--- config.mk ---
export PLATFORM = sky130hd
export DESIGN_NAME = reg_bank_mp
export DESIGN_NICKNAME = d
export VERILOG_FILES = /design/src/rtl/arm_rf_pkg.sv /design/src/rtl/rf_read_port.sv /design/src/rtl/reg_bank_mp.sv
export SDC_FILE = /design/constraint.sdc
export NUM_CORES = 2
export LEC_CHECK = 0
export ABC_CLOCK_PERIOD_IN_PS = 1900
export CAP_MARGIN = 10
export CORE_MARGIN = 2
export CORE_UTILIZATION = 54
export DETAILED_ROUTE_END_ITERATION = 7
export PLACE_DENSITY_LB_ADDON = 0.1
export SYNTH_ARGS = -nofsm -noshare
export SYNTH_HDL_FRONTEND = slang
export SYNTH_SLANG_ARGS = --single-unit
--- constraint.sdc ---
create_clock -name clk -period 1.9 [get_ports clk]
set_input_delay 0.285 -clock clk [delete_from_list [all_inputs] [get_ports clk]]
set_output_delay 0.285 -clock clk [all_outputs]
set_load 0.02 [all_outputs]
--- src/rtl/arm_rf_pkg.sv ---
// Shared constants and types for the ARM multi-ported register bank.
// Default widths, PC alias index and CPSR flag bit positions.
package arm_rf_pkg;
  localparam int RF_DATA_W   = 32;
  localparam int RF_NUM_REGS = 16;
  localparam int RF_AW       = $clog2(RF_NUM_REGS);
  localparam int RF_PC_IDX   = 15;
  localparam int RF_PC_STEP  = 4;

  // CPSR flags live in the top byte for a 32-bit CPSR
  localparam int CPSR_FLAG_BYTE = 3;
  localparam int CPSR_N = 31;
  localparam int CPSR_Z = 30;
  localparam int CPSR_C = 29;
  localparam int CPSR_V = 28;

  typedef logic [RF_DATA_W-1:0] word_t;
endpackage

--- src/rtl/rf_read_port.sv ---
// One registered read port of the register bank.
// Optional write-first forwarding when RF_BYPASS_EN is defined.
module rf_read_port
  import arm_rf_pkg::*;
#(
  parameter int DATA_W   = RF_DATA_W,
  parameter int NUM_REGS = RF_NUM_REGS,
  parameter int AW       = $clog2(NUM_REGS),
  parameter int NUM_WR   = 2,
  parameter int PC_IDX   = RF_PC_IDX
) (
  input  logic                             clk,
  input  logic                             rst_n,
  input  logic [AW-1:0]                    rd_addr,
  input  logic [NUM_REGS-1:0][DATA_W-1:0]  regs,
  input  logic [NUM_WR-1:0]                wr_en,
  input  logic [NUM_WR-1:0][AW-1:0]        wr_addr,
  input  logic [NUM_WR-1:0][DATA_W-1:0]    wr_data,
  input  logic                             pc_we,
  input  logic [DATA_W-1:0]                pc_wdata,
  output logic [DATA_W-1:0]                rd_data
);
  localparam logic [AW:0] NREGS = (AW+1)'(NUM_REGS);

  logic              addr_ok;
  logic [DATA_W-1:0] sel;

  assign addr_ok = {1'b0, rd_addr} < NREGS;

`ifdef RF_BYPASS_EN
  // Ascending scan so the last match is the highest-priority writer
  always_comb begin
    sel = '0;
    if (addr_ok) begin
      sel = regs[rd_addr];
      for (int j = 0; j < NUM_WR; j++)
        if (wr_en[j] && wr_addr[j] == rd_addr) sel = wr_data[j];
      if (pc_we && rd_addr == AW'(PC_IDX)) sel = pc_wdata;
    end
  end
`else
  logic unused_fwd;
  assign unused_fwd = ^{wr_en, wr_addr, wr_data, pc_we, pc_wdata};

  always_comb begin
    sel = '0;
    if (addr_ok) sel = regs[rd_addr];
  end
`endif

  always_ff @(posedge clk or negedge rst_n)
    if (!rst_n) rd_data <= '0;
    else        rd_data <= sel;
endmodule

--- src/rtl/reg_bank_mp.sv ---
// Multi-ported ARM register bank: GPRs, auto-incrementing PC alias, byte-enabled CPSR.
// Define RF_BYPASS_EN for write-first read forwarding; default build reads old contents.
module reg_bank_mp
  import arm_rf_pkg::*;
#(
  parameter int DATA_W   = RF_DATA_W,
  parameter int NUM_REGS = RF_NUM_REGS,
  parameter int NUM_RD   = 4,
  parameter int NUM_WR   = 2,
  parameter int PC_IDX   = RF_PC_IDX,
  parameter int PC_STEP  = RF_PC_STEP,
  parameter int AW       = $clog2(NUM_REGS)
) (
  input  logic                     clk,
  input  logic                     rst_n,
  input  logic [NUM_RD*AW-1:0]     rd_addr,
  output logic [NUM_RD*DATA_W-1:0] rd_data,
  input  logic [NUM_WR-1:0]        wr_en,
  input  logic [NUM_WR*AW-1:0]     wr_addr,
  input  logic [NUM_WR*DATA_W-1:0] wr_data,
  input  logic                     pc_stall,
  input  logic                     pc_we,
  input  logic [DATA_W-1:0]        pc_wdata,
  output logic [DATA_W-1:0]        pc,
  input  logic                     cpsr_we,
  input  logic [DATA_W/8-1:0]      cpsr_be,
  input  logic [DATA_W-1:0]        cpsr_wdata,
  output logic [DATA_W-1:0]        cpsr
);
  localparam logic [AW:0] NREGS = (AW+1)'(NUM_REGS);

  logic [NUM_REGS-1:0][DATA_W-1:0] regs;
  logic [NUM_RD-1:0][AW-1:0]       rd_addr_a;
  logic [NUM_RD-1:0][DATA_W-1:0]   rd_data_a;
  logic [NUM_WR-1:0][AW-1:0]       wr_addr_a;
  logic [NUM_WR-1:0][DATA_W-1:0]   wr_data_a;

  assign rd_addr_a = rd_addr;
  assign wr_addr_a = wr_addr;
  assign wr_data_a = wr_data;
  assign rd_data   = rd_data_a;
  assign pc        = regs[PC_IDX];

  // Later assignments override earlier ones: increment < ports (ascending) < pc_we
  always_ff @(posedge clk or negedge rst_n) begin
    if (!rst_n) begin
      regs <= '0;
    end else begin
      if (!pc_stall) regs[PC_IDX] <= regs[PC_IDX] + DATA_W'(PC_STEP);
      for (int j = 0; j < NUM_WR; j++)
        if (wr_en[j] && ({1'b0, wr_addr_a[j]} < NREGS))
          regs[wr_addr_a[j]] <= wr_data_a[j];
      if (pc_we) regs[PC_IDX] <= pc_wdata;
    end
  end

  always_ff @(posedge clk or negedge rst_n) begin
    if (!rst_n) begin
      cpsr <= '0;
    end else if (cpsr_we) begin
      for (int b = 0; b < DATA_W/8; b++)
        if (cpsr_be[b]) cpsr[b*8 +: 8] <= cpsr_wdata[b*8 +: 8];
    end
  end

  for (genvar i = 0; i < NUM_RD; i++) begin : g_rd
    rf_read_port #(
      .DATA_W  (DATA_W),
      .NUM_REGS(NUM_REGS),
      .AW      (AW),
      .NUM_WR  (NUM_WR),
      .PC_IDX  (PC_IDX)
    ) u_rd (
      .clk     (clk),
      .rst_n   (rst_n),
      .rd_addr (rd_addr_a[i]),
      .regs    (regs),
      .wr_en   (wr_en),
      .wr_addr (wr_addr_a),
      .wr_data (wr_data_a),
      .pc_we   (pc_we),
      .pc_wdata(pc_wdata),
      .rd_data (rd_data_a[i])
    );
  end
endmodule

---- After elaboration in Yosys (flattened, before gate mapping) ----
Index checks and enable logic that the tools add are counted.
word-level totals
  register bits after elaboration ......... 672
  output and inout port bits .............. 192
  input bits .............................. 163
operators by class
  $add $sub $neg .......................... 1
  muxes and demuxes ....................... 18
  order comparisons ....................... 8
  reduce and logical (&&, ||, !) cells .... 6
operators with widths
  operator                                                               count
  512-bit bitwise mux                                                    2
  512-bit two-way mux                                                    2
  32-bit binary-select mux with 4-bit select                             4
  32-bit demux with 4-bit select                                         2
  32-bit two-way mux                                                     8
  32-bit by 3-bit adder with 32-bit output, second input constant        1
  4-bit by 5-bit < comparator with 1-bit output, second input constant   6
  4-bit by 1-bit >= comparator with 1-bit output, second input constant  2
  2-bit AND reduction                                                    4
  1-bit logical AND                                                      2

---- Longest topological paths before layout ----
  word-level depth ........................ 9
  depth in mapped cells ................... 8
  gate-level depth less buffers ........... 6

---- By module ----
A second synthesis with hierarchy kept.
unflattened totals
  cells, all modules ...................... 3780
  area, all modules ....................... 44113.6 sq um
modules (own cells, without submodules)
  module        cells each  instances  sequential area each (sq um)  area an instance (sq um)
  reg_bank_mp   2568        1          13613.1                       25996.2
  rf_read_port  303         4          800.8                         4529.3

---- Worst setup path before layout ----
Ideal clock, no wire load.
  path kind ............................... input-to-reg
  start point ............................. in rd_addr[13]
  end point ............................... reg g_rd[3].u_rd.rd_data[30]
  path buffers ............................ 2
  stages .................................. 4
  path slack .............................. 0.092 ns
  arrival time ............................ 1.670 ns
  path through ............................ clkbuf_1 > buf_1 > mux4_2 > mux4_2
between the ends
  longest elaborated chain between the ends .. 2
RTL lines
  item                                        RTL line            RTL
  start: declaration                          reg_bank_mp.sv:16   input logic [NUM_RD*AW-1:0] rd_addr,
  32-bit binary-select mux with 4-bit select  rf_read_port.sv:47  if (addr_ok) sel = regs[rd_addr];
  32-bit two-way mux (implied by the code)    rf_read_port.sv:47
  via g_rd[3].u_rd.sel[30]                    rf_read_port.sv:26  logic [DATA_W-1:0] sel;
  end signal: assignment                      rf_read_port.sv:53  else rd_data <= sel;
  end: declaration                            rf_read_port.sv:21  output logic [DATA_W-1:0] rd_data
The timed path passes the listed nets, and every way through them passes these cells. The select of a mux whose other input is x is not followed.
A chain may end at the register's enable or synchronous reset.

---- Final worst setup path ----
  start point ............................. reg regs (netlist bit pc[2])
  end point ............................... reg regs (netlist bit pc[26])
between the ends
  longest elaborated chain between the ends .. 7
RTL lines
  item                                        RTL line           RTL
  start: declaration                          reg_bank_mp.sv:32  logic [NUM_REGS-1:0][DATA_W-1:0] regs;
  start signal: indexed assignment            reg_bank_mp.sv:49  if (!pc_stall) regs[PC_IDX] <= regs[PC_IDX] + DATA_W'(PC_STEP);
  start signal: indexed assignment            reg_bank_mp.sv:52  regs[wr_addr_a[j]] <= wr_data_a[j];
  start signal: indexed assignment            reg_bank_mp.sv:53  if (pc_we) regs[PC_IDX] <= pc_wdata;
  32-bit by 3-bit adder with 32-bit output *  reg_bank_mp.sv:49
  32-bit two-way mux *                        reg_bank_mp.sv:49
  512-bit bitwise mux                         reg_bank_mp.sv:52
  512-bit two-way mux *                       reg_bank_mp.sv:51  if (wr_en[j] && ({1'b0, wr_addr_a[j]} < NREGS))
  512-bit bitwise mux                         reg_bank_mp.sv:52
  512-bit two-way mux *                       reg_bank_mp.sv:51
  32-bit two-way mux *                        reg_bank_mp.sv:53
Mark *: on every way between the ends. The rest lies on a longest branch, timed or not.

==> summary by stage <==
Run status
The flow ran to the end, but the final reports show violations. The final reports fail on setup timing.

Logic synthesis
By instance count, the leading cell after synthesis is dfrtp_1. The commonest cells after synthesis are dfrtp_1 (672), mux4_2 (636), mux2i_1 (480). Yosys attributes the largest share of cell area to dfrtp_1 (38%), mux4_2 (32%), mux2i_1 (11%).

The share of the synthesized area in the top cell type is 37.9%. The total number of yosys warnings is 0. The compound-cell area share of the yosys netlist is 6.69%. The number of enable flip-flop cells after synthesis is 0.

The synthesized design contains 672 register bits. The arithmetic-cell share of the synthesized area counting full adders, half adders and majority gates is 0.0282%. The synthesized netlist devotes under 10% of its cell area to simple gates. The number of nets handed over by synthesis was about 3700. The multiplexer share of the synthesized area is 44.2%. In this run, distinct cell masters in the synthesized netlist total between 50 and 60. The async set-reset flop share out of synthesis is 100%. The total standard cell area after synthesis is around 44000 um2.

Counting every instance in the synthesized netlist gives between 3000 and 4000. The dominant combinational cell family by area after synthesis is multiplexers. The cell type with the highest aggregate area in the netlist is dfrtp_1.

Dividing the synthesized area by the synthesized cell count gives 12.7 um2. The xor/xnor cell area share of the yosys netlist is less than 1%. Among all flip-flop cells after synthesis, the most frequent one is dfrtp_1. The post-synthesis sequential area ratio is 37.9%.

Place
The congestion estimate from routability-driven global placement came to approximately 0.99. The HPWL after detailed placement is 112 mm. Input and output buffers added on the ports amount to 354. Timing analysis after detailed placement gives a worst setup slack of -409 ps. The cell count after placement is between 4000 and 5000.

Floorplan
Pin placement for this block handled 355 I/O pins. The horizontal extent of the die is just under 300 um. After floorplanning, the core was sized to cover 81700 um2. Row generation in the floorplan step produced about 110 rows. Once the floorplan was initialized, standard cells occupied between 50% and 60% of the core. In this run the vertical extent of the chip is 291 um. The floorplan die area is 84400 um2.

Drt
The average wire per standard cell is 33.1 um. The violation count after the first detailed-route iteration is 4929. The number of iterations in the first detailed-routing pass is 7. The DRC violation count after routing is 0. The detail route stage leaves a number of antenna-violating nets equal to 0.

The detailed-route via count is between 30000 and 40000. The total routed wirelength is 167 mm. Using the TritonRoute via totals, the vias-per-cell ratio works out to 7.07.

Final layout
After filler insertion, the fill cell instance count of the layout stands at just under 6000. The register area is 16800 um2. Relative to the synthesized area, the layout overhead comes to 24.6%. The final non-filler cell total is 5048. In the final layout, the share of cells above drive strength 1 is 32.8%. The final layout net count is 4070. Summing all multi-input logic gate instances after layout gives 25700 um2.

Flow run
Max-cap violations in this run came to 0.

Power and ir drop
Summed over all cells, the static leakage comes to 22.5 nW. The power per unit of standard cell area is approximately 1000 nW/um2. VDD sags by at most 0.786 mV.

STA
Setup repair after global routing could not meet its margin everywhere. The final setup slack of the worst path is -12.6 ps. Setup violations remaining at the end of the flow were counted as 2. The routed design could run at a clock period as short as 1910 ps.

The part of the cycle the worst path needs is 101%. The final worst clock skew is 28.1 ps. The number of slew-limit violations in the final report is 0.

For this run, the top clock speed supported by timing is around 520 MHz. The normalized max-slew margin is 55.5%. The count of final hold-check violations was 0. At the pin with the least slew margin, the transition time is ~660 ps.

Setup path
The critical path is of the reg -> reg type. The launching element of the worst setup path is pc[2]. The register-to-register setup slack is -10 ps. STA puts the critical path data required time at 2390 ps. The signal arrival time at the worst endpoint is about 2400 ps. The worst setup path is captured at a register. The end of the worst register-to-register path is pc[26].

The highest net fanout along the worst path is 10. The sort of element at the start of the critical path is a register. The number of cells on the worst reg-to-reg path is 7. The worst register-to-register path begins at pc[2].

Clock tree
The number of buffers inserted during clock tree synthesis is 78. No sink is reached through more buffers than the 3 on the longest clock path. The later-pin clock latency in the skew report is 650 ps.

TritonCTS built the clock tree. The clock tree synthesis step divided the H-tree into 3 levels. After clock tree synthesis, the clock-pin slew on the worst setup and hold paths is around 70 ps. Clock tree synthesis selected as its root buffer the cell clkbuf_16. The number of sinks on the clock net is 672.

GRT
The first global-routing pass estimated 246 mm of wire. The initial antenna violation count is 7. The total global-route track usage is 39.9%. Global routing finished with a remaining overflow of 0. The via count of the first global-routing pass was 36200. Entering global routing, the biggest net connects 66 pins.

Min path
The end of the worst hold path is pc[20]. The kind of path behind the tightest hold check is in -> reg. The launch instance of the worst min-delay path is pc_we.

The worst hold path passes through 2 cells.
placed cells by master (no fill, tap or decap), drive strengths merged, types with 6 or more instances in the layout:
cell           instances
mux2i                480
a22oi                 14
bufinv                 9
a21oi                297
o21ai                202
nor3                   7
clkbuf               115
nand2b                 6
mux2                  32
nand2                247
clkinv                16
and3                  12
inv                    6
o221ai                18
dlymetal6s2s          22
nor2                 316
dlygate4sd2           56
clkdlybuf4s50        251
diode                  6
buf                  432
mux4                 640
dfrtp                672
nand4                  9
nand3                 13
xor2                  23
clkinvlp              11
cell families (layout without fill, tap and decap cells):
logic type	after synthesis	in the layout
compound gates	556	556
buf+inv	438	923
xor+xnor	28	28
mux	1152	1152
simple gates	640	640
other cells	0	6
flops	672	672
fa+ha+maj	1	1
metrics by stage:
stage	setup TNS, ps	hold WS (ps)	total power [mW]	area [um2]	util [%]
6_report	-19.9	105	56.8	55200	67.6
5_1_grt	-679	118	58.9	55200	67.6
4_1_cts	0	85.3	56.7	55100	67.5
3_5_place_dp	-145050	215	40.4	52300	64.0
3_3_place_gp	-114440	209	39.5	52300	64.0
2_1_floorplan	0	-10.6	32.8	44300	-
worst max path at each step:
stage / end / depth (start not counted)
3_5_place_dp: regs[101] / 8
4_1_cts: rd_data[97] / 1
6_report: pc[26] / 7
5_1_grt: pc[15] / 5
2_1_floorplan: g_rd[3].u_rd.rd_data[30] / 4
3_3_place_gp: regs[106] / 8
timing repair:
action,4_1_cts,5_1_grt
endpoints found under the setup margin,67,41
pin swaps,1,4
hold buffers,1,0
buffers inserted,5,4
hold endpoints to repair,236,0
gates resized for setup,87,29
power by group:
group	internal [mW]	leakage [nW]	switching (mW)	total, mW
clock	9.82	1.35	6.61	16.4
sequential	18.0	7.94	3.86	21.9
combinational	10.7	13.2	7.82	18.5
total	38.5	22.5	18.3	56.8
cell type report:
cell class,count,share of cell area (%)
timing repair buffer,772,15.5
clock inverter,37,0.861
sequential,672,30.5
multi-input combinational,2377,46.5
inverter,5,0.0340
antenna,6,0.0272
tap,1070,2.42
clock buffer,109,4.21
critical path, cell delays in order, from the launching register on:
cell	delay [ps]
dfrtp_1	390
ha_2	230
nand3b_1	170
nor4_4	340
buf_12	190
nand4_1	130
xor2_1	170
o221ai_1	140
metal layers:
layer	part of all wire (%)	track usage [%]	vias to the layer above
li1	-	-	14200
met1	36	54.1	18100
met2	44	58.8	2789
met3	14	12.4	599
met4	5.9	19.8	4
met5	0.020	0	-
registers in the layout, summed over array words and instances, names as in the netlist:
name               cells
pc                    32
g_rd.u_rd.rd_data    128
regs                 480
cpsr                  32
(Power assumes the default switching activity.)
